==> config.mk <==
export PLATFORM = sky130hd
export DESIGN_NAME = ins_fetch_flat
export DESIGN_NICKNAME = d
export VERILOG_FILES = /design/src/rtl/ins_fetch_if.sv /design/src/rtl/ins_fetch.sv /design/src/flat_wrapper.sv
export SDC_FILE = /design/constraint.sdc
export NUM_CORES = 1
export LEC_CHECK = 0
export CORE_AREA = 10 10 117 172
export CTS_CLUSTER_SIZE = 25
export DETAILED_ROUTE_END_ITERATION = 8
export DIE_AREA = 0 0 127 182
export PLACE_DENSITY_LB_ADDON = 0.1
export SETUP_SLACK_MARGIN = 0.02
export SLEW_MARGIN = 20
export SYNTH_ARGS = -nofsm -noshare
export SYNTH_HDL_FRONTEND = slang
export SYNTH_SLANG_ARGS = --single-unit
==> constraint.sdc <==
create_clock -name clk -period 3.06 [get_ports clk]
set_clock_uncertainty 0.15 [all_clocks]
set_input_delay 0.765 -clock clk [delete_from_list [all_inputs] [get_ports clk]]
set_output_delay 0.765 -clock clk [all_outputs]
set_load 0.1 [all_outputs]
==> src/rtl/ins_fetch_if.sv <==
// Handshake/bus bundle between the fetch stage and its controller:
// run/halt control, program-load port, branch condition and the fetch outputs.
interface ins_fetch_if #(
    parameter int PC_W  = 4,
    parameter int INS_W = 11
);
    logic             run;
    logic             halt_req;
    logic             prog_we;
    logic [PC_W-1:0]  prog_addr;
    logic [INS_W-1:0] prog_data;
    logic             br_cond;
    logic [INS_W-1:0] INS;
    logic [PC_W-1:0]  PC;
    logic             ins_valid;
    logic             running;

    modport master (
        output run, halt_req, prog_we, prog_addr, prog_data, br_cond,
        input  INS, PC, ins_valid, running
    );

    modport slave (
        input  run, halt_req, prog_we, prog_addr, prog_data, br_cond,
        output INS, PC, ins_valid, running
    );
endinterface

==> src/rtl/ins_fetch.sv <==
// Fetch stage: PC, 16-entry program RAM and registered INS feeding the decoder.
// Taken branches squash one slot; the RAM can be loaded while IDLE or HALT.
module ins_fetch #(
    parameter int               PC_W  = 4,
    parameter int               INS_W = 11,
    parameter logic [INS_W-1:0] NOOP  = 11'b01100000000
) (
    input logic        clk,
    input logic        rst,
    ins_fetch_if.slave bus
);
    localparam int DEPTH = 1 << PC_W;

    typedef enum logic [1:0] {
        IDLE = 2'b00,
        RUN  = 2'b01,
        HALT = 2'b10
    } state_t;

    state_t           state_q, state_d;
    logic [PC_W-1:0]  pc_q, pc_d;
    logic [INS_W-1:0] ins_q, ins_d;
    logic             valid_q, valid_d;
    logic             running_q, running_d;

    logic [INS_W-1:0] mem [DEPTH];
    logic             mem_we;
    logic             is_br;
    logic             take;
    logic             squash;
    logic [PC_W-1:0]  br_target;

    assign is_br     = (ins_q[10:8] == 3'b100);
    assign take      = running_q & valid_q & is_br & bus.br_cond;
    assign squash    = take | bus.halt_req;
    assign br_target = ins_q[4 +: PC_W];

    always_comb begin
        state_d = state_q;
        pc_d    = pc_q;
        ins_d   = NOOP;
        valid_d = 1'b0;
        mem_we  = 1'b0;
        unique case (state_q)
            IDLE: begin
                mem_we = bus.prog_we;
                if (bus.run) begin
                    state_d = RUN;
                    pc_d    = '0;
                end
            end
            RUN: begin
                ins_d   = squash ? NOOP : mem[pc_q];
                valid_d = ~squash;
                // A halt without a branch keeps PC on the unfetched word so resume refetches it.
                if (take)
                    pc_d = br_target;
                else if (!bus.halt_req)
                    pc_d = pc_q + PC_W'(1);
                if (bus.halt_req)
                    state_d = HALT;
            end
            HALT: begin
                mem_we = bus.prog_we;
                if (bus.run)
                    state_d = RUN;
            end
            default: state_d = IDLE;
        endcase
        running_d = (state_d == RUN);
    end

    always_ff @(posedge clk or posedge rst) begin
        if (rst) begin
            state_q   <= IDLE;
            pc_q      <= '0;
            ins_q     <= NOOP;
            valid_q   <= 1'b0;
            running_q <= 1'b0;
        end else begin
            state_q   <= state_d;
            pc_q      <= pc_d;
            ins_q     <= ins_d;
            valid_q   <= valid_d;
            running_q <= running_d;
        end
    end

    // Program RAM is deliberately not reset so a loaded program survives rst.
    always_ff @(posedge clk) begin
        if (mem_we)
            mem[bus.prog_addr] <= bus.prog_data;
    end

    assign bus.INS       = ins_q;
    assign bus.PC        = pc_q;
    assign bus.ins_valid = valid_q;
    assign bus.running   = running_q;
endmodule
==> src/flat_wrapper.sv <==
// flat-port wrapper written by rule: the top's interface ports become plain ports
module ins_fetch_flat 
#(
    parameter int               PC_W  = 4,
    parameter int               INS_W = 11,
    parameter logic [INS_W-1:0] NOOP  = 11'b01100000000
)
  (clk, rst, bus_run, bus_halt_req, bus_prog_we, bus_prog_addr, bus_prog_data, bus_br_cond, bus_INS, bus_PC, bus_ins_valid, bus_running);
  ins_fetch_if #(.PC_W(PC_W), .INS_W(INS_W)) bus_i ();
  input logic clk;
  input logic rst;
  input wire logic [$bits(bus_i.run)-1:0] bus_run;
  input wire logic [$bits(bus_i.halt_req)-1:0] bus_halt_req;
  input wire logic [$bits(bus_i.prog_we)-1:0] bus_prog_we;
  input wire logic [$bits(bus_i.prog_addr)-1:0] bus_prog_addr;
  input wire logic [$bits(bus_i.prog_data)-1:0] bus_prog_data;
  input wire logic [$bits(bus_i.br_cond)-1:0] bus_br_cond;
  output wire logic [$bits(bus_i.INS)-1:0] bus_INS;
  output wire logic [$bits(bus_i.PC)-1:0] bus_PC;
  output wire logic [$bits(bus_i.ins_valid)-1:0] bus_ins_valid;
  output wire logic [$bits(bus_i.running)-1:0] bus_running;
  assign bus_i.run = bus_run;
  assign bus_i.halt_req = bus_halt_req;
  assign bus_i.prog_we = bus_prog_we;
  assign bus_i.prog_addr = bus_prog_addr;
  assign bus_i.prog_data = bus_prog_data;
  assign bus_i.br_cond = bus_br_cond;
  assign bus_INS = bus_i.INS;
  assign bus_PC = bus_i.PC;
  assign bus_ins_valid = bus_i.ins_valid;
  assign bus_running = bus_i.running;
  ins_fetch #(.PC_W(PC_W), .INS_W(INS_W), .NOOP(NOOP)) u_core (.clk(clk), .rst(rst), .bus(bus_i));
endmodule
---- Word level (Yosys, flattened, before mapping) ----
Memories as Yosys holds them, arrays and structs flattened.
Cells that the tools add are included.
storage, ports and cells
  bits in registers ....................... 19
  latch bits .............................. 0
  RAM bits ................................ 176
  memory bits (read-only) ................. 0
  input bits .............................. 21
  output and inout port bits .............. 17
  logic and storage cells ................. 35
  memories kept ........................... 1
memories
  name        words  width  rd ports  clocked after memory_dff  wr ports  line             source
  u_core.mem  16     11     1         0                         1         ins_fetch.sv:26  logic [INS_W-1:0] mem [DEPTH];
operators by class
  $add $sub $neg .......................... 1
  $mul .................................... 0
  divide/modulo/power cells ............... 0
  $lt $le $gt $ge ......................... 0
  eq/ne operators ......................... 6
  shifts and indexed selects .............. 0
  muxes and demuxes ....................... 13
  bitwise operators ....................... 5
  reductions and logical operators ........ 4
operators with widths
  operator             number
  $mux 11              2
  $mux 4               3
  $pmux 4 s2           1
  $add 4x1->4 const B  1
  $eq 2x1->1 const B   2
  $mux 1               4
  $mux 2               2
  $pmux 2 s2           1
  $and 1x1->1          3
  $eq 3x3->1 const B   1
  $ne 3x2->1 const B   1
  $reduce_and 3->1     1
  $eq 2x2->1 const B   1
  $logic_not 2->1      1
  $ne 2x2->1 const B   1
  $reduce_bool 2->1    1
  $reduce_or 2->1      1
  $not 1->1            1
  $or 1x1->1           1

---- Logic depth before layout (Yosys ltp) ----
Gate-level depths: netlist of the first run.
  word-level depth ........................ 6
  depth in mapped cells ................... 6
  gate-level depth less buffers ........... 5

---- Worst setup path before layout of the first run ----
No wires, ideal clock.
  path type ............................... input port to flip-flop
  start ................................... in bus_prog_we
  end ..................................... mem u_core.mem[8][0] (enable)
  setup time .............................. 393 ps
  arrival ................................. 2,141 ps
  data required time ...................... 2,517 ps
  path slack .............................. 376 ps
  stages .................................. 3
  buffers on the path ..................... 0
  cell sequence ........................... nand2b_1 or3b_2 nor3_1
on the way
  cells in the longest elaborated chain, start to end .. 3
ends and longest elaborated chain
  element                       line                source
  from (decl)                   flat_wrapper.sv:14  input wire logic [$bits(bus_i.prog_we)-1:0] bus_prog_we;
  $mux 1                        ins_fetch.sv:44     unique case (state_q)
  $mux 1                        ins_fetch.sv:91     if (mem_we)
  $mux 1 (not written as such)  ins_fetch.sv:92     mem[bus.prog_addr] <= bus.prog_data;
  to (decl)                     ins_fetch.sv:26
Every way passes these cells.

---- Worst setup path in the final report of the first run ----
  start ................................... reg u_core.pc_q[1] (netlist: u_core.bus.PC[1])
  end ..................................... out bus_PC[1]
RTL lines
  element                 line                source
  from (decl)             ins_fetch.sv:21     logic [PC_W-1:0] pc_q, pc_d;
  from (signal assigned)  ins_fetch.sv:82     pc_q <= pc_d;
  to (decl)               flat_wrapper.sv:19  output wire logic [$bits(bus_i.PC)-1:0] bus_PC;
No word-level cell between the ends.

==> results of run 1 <==
-- cell usage after synthesis, types with 2 or more instances --
cell                        count
sky130_fd_sc_hd__nand2b_1       3
sky130_fd_sc_hd__dfstp_2        2
sky130_fd_sc_hd__nor2_1        17
sky130_fd_sc_hd__mux2i_1       22
sky130_fd_sc_hd__o2bb2ai_1      3
sky130_fd_sc_hd__clkbuf_1       7
sky130_fd_sc_hd__dfrtp_1       17
sky130_fd_sc_hd__inv_1          4
sky130_fd_sc_hd__o21ai_0        7
sky130_fd_sc_hd__buf_6          2
sky130_fd_sc_hd__o22ai_1        9
sky130_fd_sc_hd__mux4_2        44
sky130_fd_sc_hd__buf_4          4
sky130_fd_sc_hd__and3_1         2
sky130_fd_sc_hd__nand2_1       12
sky130_fd_sc_hd__buf_2          2
sky130_fd_sc_hd__edfxtp_1     176
sky130_fd_sc_hd__nand3_1        2
sky130_fd_sc_hd__nor3_1         4
-- final cells by class --
type	instances	area, um2
inverters	5	18.77
repair buffers	66	583.1
fillers	1355	8205
multi-input cells	141	1665
flip-flops and latches	195	5766
clock buffers	17	425.4
well taps	213	266.5
clock inverters	15	196.4
-- path summary, 6_finish.rpt --
| path | start | to | slack (ps) | cells past startpoint |
|---|---|---|---|---|
| setup / recovery | u_core.bus.PC[1]$_DFFE_PP0P_ | bus_PC[1] | 400 | 2 |
| max in group asynchronous | rst | u_core.bus.PC[1]$_DFFE_PP0P_ | 1640 | 2 |
| hold / removal | u_core.state_q[0]$_DFF_PP0_ | u_core.bus.running$_DFF_PP0_ | 330 | 1 |
| min in group asynchronous | rst | u_core.bus.INS[7]$_DFF_PP0_ | 610 | 2 |
| setup reg to reg | u_core.bus.PC[1]$_DFFE_PP0P_ | u_core.bus.INS[7]$_DFF_PP0_ | 780 | 4 |
| hold reg to reg | u_core.state_q[0]$_DFF_PP0_ | u_core.bus.running$_DFF_PP0_ | 330 | 1 |
-- metrics by stage --
step / total power, mW / area, um2 / utilization
finish: 6.677 / 8921 / 0.5209
global placement: 4.439 / 8299 / 0.4846
global route: 6.936 / 8921 / 0.5209
floorplan: 4.054 / 7520 / -
CTS: 6.764 / 8921 / 0.5209
detailed placement: 4.449 / 8299 / 0.4846
-- state kept, by name (all words and copies together), names as in the netlist --
signal,flops
u_core.mem,176
u_core.bus.INS,11
u_core.bus.PC,4
u_core.state_q,2
u_core.bus.ins_valid,1
u_core.bus.running,1
-- report_power, final --
group | total (mW) | leakage (nW) | internal, mW | switching (mW)
combinational | 1.28 | 0.886 | 0.533 | 0.746
sequential | 3.08 | 1.83 | 2.98 | 0.104
clock | 2.32 | 0.307 | 1.31 | 1.01
-- worst max-delay path, cell delays in order, from the launching register on --
cell	delay, ps
sky130_fd_sc_hd__dfrtp_2	720
sky130_fd_sc_hd__buf_12	250
sky130_fd_sc_hd__buf_4	320
-- layer usage --
metal  vias to the layer above  share of wire
met5                         -              0
met4                         0          0.011
met3                        14          0.043
met2                        88           0.53
met1                      1860           0.42
li1                       1613              -
-- cell families after synthesis --
kind of cell / after synthesis / synth area share
flops: 195 / 0.7664
mux: 66 / 0.1611
simple gates: 48 / 0.03145
compound gates: 26 / 0.02463
buf+inv: 21 / 0.01481
fa+ha+maj: 1 / 0.001664
==> impl_metrics.json, run 1 <==
{
  "outcome": "completed",
  "final_cell_count_no_fill": 652,
  "start_util": 0.4391,
  "dpl.cell_count": 620,
  "asr_flop_ratio_synth": 0.09744,
  "clkLatencyLatePin_ps": 440,
  "clock_tree_from_tritoncts": "built",
  "synth_area_leaders": "sky130_fd_sc_hd__edfxtp_1 70%, sky130_fd_sc_hd__mux4_2 13%, sky130_fd_sc_hd__dfrtp_1 5.7%",
  "clk_pin_slew_worst_paths_ps": 70,
  "cts_sinks": 195,
  "route.final.wire_length_um": 15940,
  "global_route.usage.met3": 0.04198,
  "routability_congestion_estimate_from_global_placement": 0.8216,
  "final_critical_path_setup_slack_ps": 404.5,
  "synth_largest_type_area_fraction": 0.7028,
  "wire_length_of_the_first_global_routing_pass_um": 24450,
  "ys_types": 37,
  "maxSlewHeadroom": 0.5104,
  "hpwlAfterDp_um": 11140,
  "hold_ws_ps": 328.9,
  "grt_remaining_overflow": 0,
  "synth_top_flop_cell": "sky130_fd_sc_hd__edfxtp_1",
  "cts.hold.buffers_added": 0,
  "ys.warnings.count": 0,
  "setup_tns_ps": 0,
  "worst_hold_path_type": "reg2reg",
  "antenna_found_initial": 0,
  "highest_fanout_seen_on_the_critical_path": 17,
  "cts-root-to-sink-buffers": 2,
  "layout.cells.most_common": "sky130_fd_sc_hd__edfxtp_1",
  "yosysSeqAreaShare": 0.7664,
  "portBuffers": 37,
  "layout_common_cells": "176 x sky130_fd_sc_hd__edfxtp_1, 44 x sky130_fd_sc_hd__mux4_2, 43 x sky130_fd_sc_hd__buf_4",
  "irDropWorstVdd_uv": 528.9,
  "synth.ff_latch_count": 195,
  "fp_rows": 59,
  "drt_first_pass_iters": 4,
  "clock.fmax_mhz": 376.6,
  "worst_ep_required_time_ps": 2140,
  "worst_slew_pin_slew_ps": 733.5,
  "critical_path_arrival_ps": 1740,
  "crit_type": "reg2out",
  "drc_viols": 0,
  "worst_setup_path_start_kind": "register",
  "groute.layer.met1.usage": 0.1739,
  "synth_top_cell_by_area": "sky130_fd_sc_hd__edfxtp_1",
  "synth_enable_flop_cells": 176,
  "fp.dieArea_um2": 23110,
  "first_global_vias": 3946,
  "mappedNetlistArea_um2": 7520,
  "numCtsBuffers": 17,
  "floorplan.io_pins": 38,
  "area_growth_syn_to_layout_pct": 18.64,
  "die_w_um": 127,
  "synth.net_count": 379,
  "power-per-cell-area_nw_per_um2": 748.5,
  "cts_root_buffer": "sky130_fd_sc_hd__clkbuf_16",
  "number_of_vias_in_the_routed_layout": 3575,
  "htree_levels": 4,
  "finalHoldViolations": 0,
  "grt_max_degree": 24,
  "postSynthCellCount": 357,
  "maxCapViolCount": 0,
  "net_count_of_the_finished_layout": 448,
  "syn_avg_cell_area_um2": 21.06,
  "detail_route.vias_per_cell": 5.483,
  "pre_cts_ws_ps": 332.3,
  "finalSetupViolCount": 0,
  "unrepaired_setup_endpoints_after_global_routing": "false",
  "global_route.peak_usage_layer": "met2",
  "final_period_util": 0.8678,
  "insertedDiodeCount": 0,
  "floorplan.die.height_um": 182,
  "drt_wl_cell_um": 24.44,
  "layout-drive-gt1-share": 0.3098,
  "post_cts_setup_driven_buffer_insertion_count": 0,
  "dr.first_iter.drc_count": 267,
  "cp-end-kind": "primary output",
  "core_um2": 17130,
  "shortest_period_the_worst_path_allows_ps": 2655,
  "ant_nets": 0,
  "timing.final.max_slew_violations": 0,
  "grt_util_met2": 0.2425,
  "grt.total_usage": 0.1441,
  "p_leak_nw": 3.025,
  "post_cts_resize_count": 0
}
Power figures use the tool's default switching activity.
==> run 2, diff against run 1 <==
CAP_MARGIN = 20   (was default)
CORE_AREA = 2 2 96 144   (was 10 10 117 172)
DIE_AREA = 0 0 98 146   (was 0 0 127 182)
==> run 2 against run 1 <==
Against the previous run: global-route usage rose by 7.8 points; critical path depth did not move; setup slack improved by 230 ps; clock-buffer cell count rose by 2; clock power rose by 6%; flip-flop and latch count did not move; largest cell class unchanged.
==> impl_metrics.json, run 2 (synthesis gave the netlist of run 1 again) <==
{
  "post_cts_setup_driven_buffer_insertion_count": 0,
  "critical_path.reg2reg.startpoint": "u_core.state_q[0]$_DFF_PP0_",
  "numCtsBuffers": 17,
  "holdPathStages": 2,
  "power.share.sequential": 0.448,
  "dr.first_iter.drc_count": 258,
  "hold_ws_ps": 430.1,
  "hold_start": "u_core.bus.INS[6]$_DFF_PP0_",
  "timing.final.max_slew_violations": 0,
  "route.final.wire_length_um": 14880,
  "shortest_period_the_worst_path_allows_ps": 2422,
  "power_report.internal_total_mw": 5.027,
  "grt_max_degree": 49,
  "outcome": "completed",
  "layout_common_cells": "176 x sky130_fd_sc_hd__edfxtp_1, 45 x sky130_fd_sc_hd__buf_4, 44 x sky130_fd_sc_hd__mux4_2",
  "power-per-cell-area_nw_per_um2": 759.3,
  "critical_path.slowest_cell": "sky130_fd_sc_hd__dfrtp_2",
  "routability_congestion_estimate_from_global_placement": 0.8747,
  "grt.total_usage": 0.2226,
  "p_leak_nw": 3.047,
  "fillCellCount": 831,
  "hpwlAfterDp_um": 9694,
  "final_period_util": 0.7914,
  "critPathMaxStageDelay_ps": 370,
  "area_growth_syn_to_layout_pct": 18.45,
  "antenna_found_initial": 0,
  "clock_tree_from_tritoncts": "built",
  "layout.cells.most_common": "sky130_fd_sc_hd__edfxtp_1",
  "drc_viols": 0,
  "worst_ep_required_time_ps": 2140,
  "unrepaired_setup_endpoints_after_global_routing": "false",
  "finalHoldViolations": 0,
  "post_cts_resize_count": 0,
  "register_area_um2": 5766,
  "core_um2": 12950,
  "number_of_vias_in_the_routed_layout": 3631,
  "finalSetupViolCount": 0,
  "start_util": 0.5805,
  "timing.rr.end": "u_core.bus.INS[0]$_DFF_PP0_",
  "floorplan.io_pins": 38,
  "crit_type": "reg2out",
  "floorplan.die.height_um": 146,
  "critical_path.cell_chain": "buf_12 > buf_4",
  "setup_tns_ps": 0,
  "insertedDiodeCount": 0,
  "register_with_the_most_flip_flops": "u_core.mem",
  "htree_levels": 4,
  "wire_length_of_the_first_global_routing_pass_um": 23050,
  "grt_remaining_overflow": 0,
  "clk_pin_slew_worst_paths_ps": 70,
  "worst_setup_path_start_kind": "register",
  "maxCapViolCount": 0,
  "portBuffers": 37,
  "clock.fmax_mhz": 412.9,
  "layout-drive-gt1-share": 0.3068,
  "reg2reg_slack_ps": 950,
  "worst_hold_path_type": "reg2reg",
  "p_sw_frac": 0.2567,
  "clkLatencyLatePin_ps": 420,
  "power_frac_clock": 0.364,
  "fp.dieArea_um2": 14310,
  "die_w_um": 98,
  "relative_contribution_of_combinational_cells_to_total_power": 0.188,
  "net_count_of_the_finished_layout": 450,
  "cts.hold.buffers_added": 0,
  "largest_reg_flops": 176,
  "irDropWorstVdd_uv": 647.7,
  "maxSlewHeadroom": 0.5309,
  "whs_endpoint": "u_core.bus.PC[2]$_DFFE_PP0P_",
  "detail_route.vias_per_cell": 6.062,
  "drt_first_pass_iters": 4,
  "worst_slew_pin_slew_ps": 703.0,
  "ant_nets": 0,
  "cts_sinks": 195,
  "cts_root_buffer": "sky130_fd_sc_hd__clkbuf_16",
  "drt_wl_cell_um": 24.84,
  "critical_path_arrival_ps": 1510,
  "cts-root-to-sink-buffers": 2,
  "multi_input_comb_area_um2": 1665,
  "fp_rows": 51,
  "switchingPower_mw": 1.736,
  "first_global_vias": 3830,
  "worst-r2r-cell-count": 4,
  "highest_fanout_seen_on_the_critical_path": 48,
  "cp-end-kind": "primary output"
}
## run 2: critical path: cells and delay by family (launching register included)
family	cells	cell delay (ps)
buf+inv	2	710
flops	1	370
## run 2: through the flow
stage | power [mW] | util | instance area [um2] | cells | worst slack [ps]
detailed placement | 4.374 | 0.6366 | 8247 | 568 | 254.7
floorplan | 4.054 | - | 7520 | 357 | 376.2
global route | 6.975 | 0.6876 | 8907 | 599 | 527.8
finish | 6.763 | 0.6876 | 8907 | 599 | 638.3
global placement | 4.367 | 0.6366 | 8247 | 568 | 333.9
CTS | 6.823 | 0.6876 | 8907 | 599 | 581.2
## run 2: how the worst max path moves through the flow
| stage | depth (start not counted) | end | slack [ps] | start |
|---|---|---|---|---|
| finish | 2 | bus_PC[1] | 640 | u_core.bus.PC[1]$_DFFE_PP0P_ |
| global route | 2 | bus_PC[1] | 530 | u_core.bus.PC[1]$_DFFE_PP0P_ |
| CTS | 2 | bus_PC[1] | 580 | u_core.bus.PC[1]$_DFFE_PP0P_ |
| detailed placement | 5 | u_core.bus.INS[0]$_DFF_PP0_ | 250 | bus_halt_req |
| global placement | 5 | u_core.bus.INS[0]$_DFF_PP0_ | 330 | bus_halt_req |
| floorplan | 3 | u_core.mem[8][0]$_DFFE_PP_ | 380 | bus_prog_we |
## run 2: cell type report
class / instances / area share
clock inverter: 12 / 0.02557
inverter: 5 / 0.002107
timing repair buffer: 68 / 0.06714
tap: 159 / 0.02233
clock buffer: 19 / 0.04860
multi-input combinational: 141 / 0.1870
sequential: 195 / 0.6473
## run 2: power groups by stage
| stage | clock, mW | sequential [mW] | combinational, mW |
|---|---|---|---|
| after global routing | 2.59 | 3.04 | 1.35 |
| after detailed placement | 0 | 3.09 | 1.29 |
| after global placement | 0 | 3.08 | 1.28 |
| after CTS | 2.50 | 3.03 | 1.29 |
| final | 2.46 | 3.03 | 1.27 |
| after floorplan | 0 | 3.34 | 0.710 |
## run 2: routing by layer
layer | track usage | part of all wire | wire length [um] | up-vias
li1 | - | - | - | 1613
met1 | 0.2874 | 0.39 | 5866 | 1908
met2 | 0.3812 | 0.55 | 8224 | 96
met3 | 0.04659 | 0.038 | 571 | 14
met4 | 0.07083 | 0.015 | 221 | 0
met5 | 0 | 0 | 0 | -
